==> config.mk <==
export PLATFORM = sky130hd
export DESIGN_NAME = dp_mem_arbiter
export DESIGN_NICKNAME = d
export VERILOG_FILES = /design/src/rtl/dp_mem_arbiter.sv
export SDC_FILE = /design/constraint.sdc
export NUM_CORES = 1
export LEC_CHECK = 0
export BUFFER_PORTS_ARGS = -buffer_cell sky130_fd_sc_hd__buf_2
export CORE_MARGIN = 4
export CORE_UTILIZATION = 38
export CTS_CLUSTER_SIZE = 24
export DETAILED_ROUTE_END_ITERATION = 10
export GPL_ROUTABILITY_DRIVEN = 0
export SLEW_MARGIN = 20
export SYNTH_ARGS = -nofsm -noshare
export SYNTH_HDL_FRONTEND = slang
export SYNTH_SLANG_ARGS = --single-unit
==> constraint.sdc <==
create_clock -name clk -period 3.28 [get_ports clk]
set_input_delay 0.164 -clock clk [delete_from_list [all_inputs] [get_ports clk]]
set_output_delay 0.164 -clock clk [all_outputs]
set_load 0.02 [all_outputs]
==> src/rtl/dp_mem_arbiter.sv <==
// ============================================================================
// Module      : dp_mem_arbiter
// Description : Round-robin arbiter sharing one single-port RAM between two
//               request/grant ports, each with a registered completion return.
// Revision    : 1.0 - initial release
// ============================================================================
`default_nettype none

module dp_mem_arbiter #(
    parameter int DATA_W = 8,
    parameter int ADDR_W = 6
) (
    input  logic              clk,
    input  logic              rst_n,
    input  logic              i_a_req,
    input  logic              i_a_we,
    input  logic [ADDR_W-1:0] i_a_addr,
    input  logic [DATA_W-1:0] i_a_wdata,
    output logic              o_a_gnt,
    output logic              o_a_rvalid,
    output logic [DATA_W-1:0] o_a_rdata,
    input  logic              i_b_req,
    input  logic              i_b_we,
    input  logic [ADDR_W-1:0] i_b_addr,
    input  logic [DATA_W-1:0] i_b_wdata,
    output logic              o_b_gnt,
    output logic              o_b_rvalid,
    output logic [DATA_W-1:0] o_b_rdata
);

    localparam int  c_DEPTH  = 2 ** ADDR_W;
    localparam logic c_LAST_A = 1'b0;
    localparam logic c_LAST_B = 1'b1;

    logic [DATA_W-1:0] r_mem [c_DEPTH];
    logic              r_last;
    logic              r_a_rvalid;
    logic              r_b_rvalid;
    logic [DATA_W-1:0] r_a_rdata;
    logic [DATA_W-1:0] r_b_rdata;

    logic              w_a_gnt;
    logic              w_b_gnt;
    logic              w_commit;
    logic              w_we;
    logic [ADDR_W-1:0] w_addr;
    logic [DATA_W-1:0] w_wdata;
    logic [DATA_W-1:0] w_result;

    // A tie goes to whichever port did not commit most recently.
    assign w_a_gnt  = i_a_req & (~i_b_req | (r_last == c_LAST_B));
    assign w_b_gnt  = i_b_req & (~i_a_req | (r_last == c_LAST_A));
    assign w_commit = w_a_gnt | w_b_gnt;

    assign w_we     = w_b_gnt ? i_b_we    : i_a_we;
    assign w_addr   = w_b_gnt ? i_b_addr  : i_a_addr;
    assign w_wdata  = w_b_gnt ? i_b_wdata : i_a_wdata;

    // Reads return pre-edge contents; writes echo their own data back.
    assign w_result = w_we ? w_wdata : r_mem[w_addr];

    always_ff @(posedge clk) begin
        if (w_commit && w_we) begin
            r_mem[w_addr] <= w_wdata;
        end
    end

    always_ff @(posedge clk or negedge rst_n) begin
        if (!rst_n) begin
            r_last     <= c_LAST_B;
            r_a_rvalid <= 1'b0;
            r_b_rvalid <= 1'b0;
            r_a_rdata  <= '0;
            r_b_rdata  <= '0;
        end else begin
            r_a_rvalid <= w_a_gnt;
            r_b_rvalid <= w_b_gnt;
            if (w_a_gnt) begin
                r_a_rdata <= w_result;
                r_last    <= c_LAST_A;
            end
            if (w_b_gnt) begin
                r_b_rdata <= w_result;
                r_last    <= c_LAST_B;
            end
        end
    end

    assign o_a_gnt    = w_a_gnt;
    assign o_b_gnt    = w_b_gnt;
    assign o_a_rvalid = r_a_rvalid;
    assign o_b_rvalid = r_b_rvalid;
    assign o_a_rdata  = r_a_rdata;
    assign o_b_rdata  = r_b_rdata;

endmodule

`default_nettype wire

### Word level (Yosys, flattened, before mapping)

Memory sizes are Yosys's and may differ from the RTL's.
Cells that the tools add are included.

* muxes and demuxes: 8
* bitwise operators: 8
* reductions and logical operators: 2

Operator list (count)
* $mux 8: 2
* $mux 6: 1
* $mux 1: 5
* $not 1->1: 3
* $or 1x1->1: 3
* $and 1x1->1: 2
* $reduce_bool 2->1: 1
* $logic_and 1x1->1: 1

* flip-flop bits (word level): 19
* bits in writable memories: 512
* input bits: 34
* output and inout port bits: 20
* logic and storage cells: 24
* memories kept: 1

Memories
* r_mem: depth 64, bits a word 8, rd ports 1, clocked after Yosys merged registers in 0, write ports 1, line 35 `logic [DATA_W-1:0] r_mem [c_DEPTH];`

### Logic depth before layout (Yosys ltp)

* depth after elaboration: 7
* mapped depth: 13

### Worst setup path after synthesis

OpenSTA, ideal clock, no wires.

* path type: register to register
* start point: reg r_last
* end point: reg r_a_rdata[0] (netlist: o_a_rdata[0])
* library setup time: 0.083 ns
* arrival: 2.974 ns
* setup slack: 0.222 ns
* stages on the path, launching flop included: 11
* path buffers: 5
* period minus slack after synthesis: 3.058 ns
* cells stage by stage: dfstp_2 > a21bo_1 > buf_6 > buf_6 > clkbuf_1 > clkbuf_1 > buf_1 > nand2_1 > nand2_1 > o21ai_0 > o21ai_0

* elaborated cells between the ends (all ways): 10

RTL lines
* from (decl): line 36 `logic r_last;`
* from (signal assigned): line 70 `r_last <= c_LAST_B;`
* from (signal assigned): line 80 `r_last <= c_LAST_A;`
* from (signal assigned): line 84 `r_last <= c_LAST_B;`
* $not 1->1: line 52 `assign w_b_gnt = i_b_req & (~i_a_req | (r_last == c_LAST_A));`
* $or 1x1->1: line 52
* $and 1x1->1: line 52
* $mux 8: line 57 `assign w_wdata = w_b_gnt ? i_b_wdata : i_a_wdata;`
* named net w_wdata[0]: line 47 `logic [DATA_W-1:0] w_wdata;`
* $mux 8: line 60 `assign w_result = w_we ? w_wdata : r_mem[w_addr];`
* to (signal assigned): line 79 `r_a_rdata <= w_result;`
* to (decl): line 39 `logic [DATA_W-1:0] r_a_rdata;`

The timed path passes the listed nets, and every way through them passes these cells.
A chain may end at the register's enable or synchronous reset.

### Worst setup path after layout

* start point: reg r_last
* end point: reg r_b_rdata[1] (netlist: o_b_rdata[1])

* cells in the longest elaborated chain, start to end: 6
* elaborated cells between the ends (all ways): 8

Ends and longest elaborated chain
* $not 1->1 *: line 52
* $or 1x1->1 *: line 52
* $and 1x1->1 *: line 52
* $mux 6: line 56 `assign w_addr = w_b_gnt ? i_b_addr : i_a_addr;`
* $mem_v2 64x8
* $mux 8: line 60
* to (signal assigned): line 83 `r_b_rdata <= w_result;`
* to (decl): line 40 `logic [DATA_W-1:0] r_b_rdata;`

Mark *: on every way between the ends. The rest lies on a longest branch, timed or not.

==> run metrics <==
status=finished clean; die width=242 um; skew final=around 0.019 ns; Post-Syn Area per Cell=16.1 um^2; maximum vdd drop=between 0.0004 and 0.0005 V; vias per cell=between 5 and 6; core box area=roughly 0.054 mm^2; die area=roughly 0.059 mm^2; Max Clk Rate=approximately 310 MHz; overall routing resource usage=0.221; CP Launch Type=register; Sw Ratio=0.245; placed instance area=~0.024 mm^2; Yosys top cell by area=edfxtp_1; YS warnings=0; Post-synth top cells=512 x edfxtp_1, 96 x a22oi_1, 93 x nand2_1, 87 x nor2_1, 61 x clkbuf_1; Inst Count DP=2200; CTS clock-pin slew for the worst setup and hold paths=0.06 ns; Comb pwr share=0.120; unrepaired setup endpoints after global routing=true; reg2reg setup slack=between 0.03 and 0.04 ns; first-pass GRT wire length=roughly 96000 um; worst hold stages=4; post-synth cell types=64; TritonCTS Buffers=52; wire per inst=between 20 and 30 um; Worst R2R Start=r_last; power per standard cell area=600 mW/mm^2; Fin Hold WS=0.0340 ns; Critical-path top delay cell=or4_4; internal power=11.7 mW; critical path, cell by cell=a21bo_4, inv_4, mux2_4, buf_4, buf_12, mux2_2, nand2_1, a41o_1, o2111ai_2, or4_4, a22o_1; initial core utilization=0.386; DRT Pass-1 Iters=6; Hold Startpoint=i_b_we; R2R depth=11; Primary FF master, synth=edfxtp_1; Yosys reg bits=approximately 530; element type at the critical path end=register; PortBufs=between 50 and 60; largest net degree at the start of global routing=47; synthesized area=0.0209 mm^2; total clock sinks=around 530; n_diodes=0; max cap viols=0; initial antenna violation count=1; vias in the first global route=13500; Async SR Flop Fraction=0.0358; Post-Syn Nets=1334; GRT overflow=0; setup TNS=0 ns; CTS tree=built; row count=85; Ports=54; Seq/Total Area, Yosys=0.759; max_slew headroom=0.431; htree depth=2; crit-path max FO=11; Final Hold Fails=0; top cell type's share of synthesized area=0.736; Fillers=roughly 4600; post-route ant nets=0; area grow syn2layout=24.1%; most frequent cell after synthesis=edfxtp_1; non-filler cells, final=approximately 2300; clk buf depth=3; final non-filler cell area=0.0259 mm^2; delay-heaviest family, CP=compound AO/OA/AOI/OAI gates; cell count after synthesis=1300; top post-synthesis cells by area=edfxtp_1 74%, a22oi_1 3.5%, mux2_2 2.7%, a221oi_1 2.3%, dfrtp_1 2.2%; Residual DRC=0; Post-DP HPWL=between 40000 and 50000 um; Clk Latency, worst-skew pair=just over 0.6 ns; r2r endpoint=o_b_rdata[1]; Final Setup Violations=0; Vias=between 10000 and 15000; Detailed Route WL=67100 um; Iteration-0 DRC Markers=2120; fin util=0.479; Seq pwr share=0.493; Hold/Removal Path Class=in2reg; fin nets=between 1500 and 2000; worst path buffer plus inverter count=3; fin crit share=0.989; CP required=3.78 ns; leakage power=8.76 nW; fin crit period=3.24 ns; share of layout cells above drive strength 1=0.288; CP max stage delay=0.58 ns; NetSw=3.80 mW; fin. max-slew vios=0; CP arrival=between 3 and 4 ns; Worst-Margin Slew=0.829 ns; Clk network pwr share=0.386; Root Buffer=clkbuf_16; Min-Delay Endpoint=o_b_rdata[0]; Post-synth EDFFs=between 500 and 600; Setup CP Type=reg2reg; Die Height=approximately 240 um
sequential cells by signal (all words and copies together) (netlist names):
register    count
o_a_rdata       8
r_last          1
o_a_rvalid      1
o_b_rdata       8
r_mem         512
o_b_rvalid      1
worst reg2reg max path, stage by stage (launching register included):
cell	delay, ns
dfstp_2	0.54
a21bo_4	0.20
inv_4	0.09
mux2_4	0.38
buf_4	0.18
buf_12	0.14
mux2_2	0.28
nand2_1	0.07
a41o_1	0.29
o2111ai_2	0.19
or4_4	0.59
a22o_1	0.19
what timing repair did:
item | in CTS | in global routing
hold buffers | 11 | 0
hold endpoints to repair | 27 | 0
gates resized for setup | 12 | 27
cloned | 0 | 2
endpoints found under the setup margin | 16 | 16
pin swaps | 2 | 13
buffers inserted | 0 | 5
per-layer routing:
metal	vias up	track usage	wire (um)
li1	5885	-	-
met1	7016	0.296	26600
met2	843	0.346	30700
met3	144	0.0609	7230
met4	2	0.0857	2520
met5	-	0	9
cells in the final DEF, fill, tap and decap left out, types with 8 or more instances in the layout:
cell type / n
edfxtp_1: 512
buf_4: 210
a22oi_1: 95
nor2_1: 87
nand2_1: 85
clkbuf_16: 55
buf_2: 53
a221oi_1: 52
mux2_2: 44
a21oi_1: 31
a22o_1: 30
a222oi_1: 28
buf_12: 25
o21ai_0: 24
a31oi_1: 23
clkinv_1: 20
dfrtp_1: 18
mux2i_1: 14
dlygate4sd3_1: 11
nor3_1: 10
nand2b_1: 10
nand3b_1: 9
mux2_4: 9
nand3_1: 9
o22ai_1: 9
clkbuf_1: 9
nand2_2: 8
worst max-delay path by stage:
stage | end | slack (ns) | cells after the start | start
floorplan | o_a_rdata[0] | 0.22 | 10 | r_last
detailed placement | o_b_rdata[0] | -0.28 | 10 | r_last
finish | o_b_rdata[1] | 0.04 | 11 | r_last
global route | o_a_rdata[6] | -0.08 | 11 | r_last
CTS | o_b_rdata[0] | -0.02 | 13 | r_last
global placement | o_b_rdata[0] | -0.21 | 10 | r_last
area by class of cell:
class,count,area [um^2],area share
flip-flops and latches,531,15900,0.611
multi-input cells,681,4930,0.190
repair buffers,304,2540,0.0978
clock buffers,62,1360,0.0525
well taps,696,871,0.0336
clock inverters,36,344,0.0133
inverters,6,25.0,0.000965
power groups by stage:
stage	logic (mW)	clock network [mW]	registers [mW]
2_1_floorplan	0.744	0	7.88
3_3_place_gp	1.74	0	7.81
3_5_place_dp	1.76	0	7.81
4_1_cts	1.79	6.08	7.67
5_1_grt	1.95	6.35	7.67
6_report	1.87	6.01	7.67
per-stage QoR:
stage          total power [mW]  setup WS [ns]
2_1_floorplan              8.62          0.222
3_3_place_gp               9.55         -0.214
3_5_place_dp               9.57         -0.280
4_1_cts                    15.5        -0.0218
5_1_grt                    16.0        -0.0839
6_report                   15.5         0.0353
logic make-up after synthesis:
group / synth area share
AOI/OAI and AO/OA: 0.129
buffers and inverters: 0.0179
DFF: 0.759
muxes: 0.0400
and+or+nand+nor: 0.0545
Power figures use the tool's default switching activity.
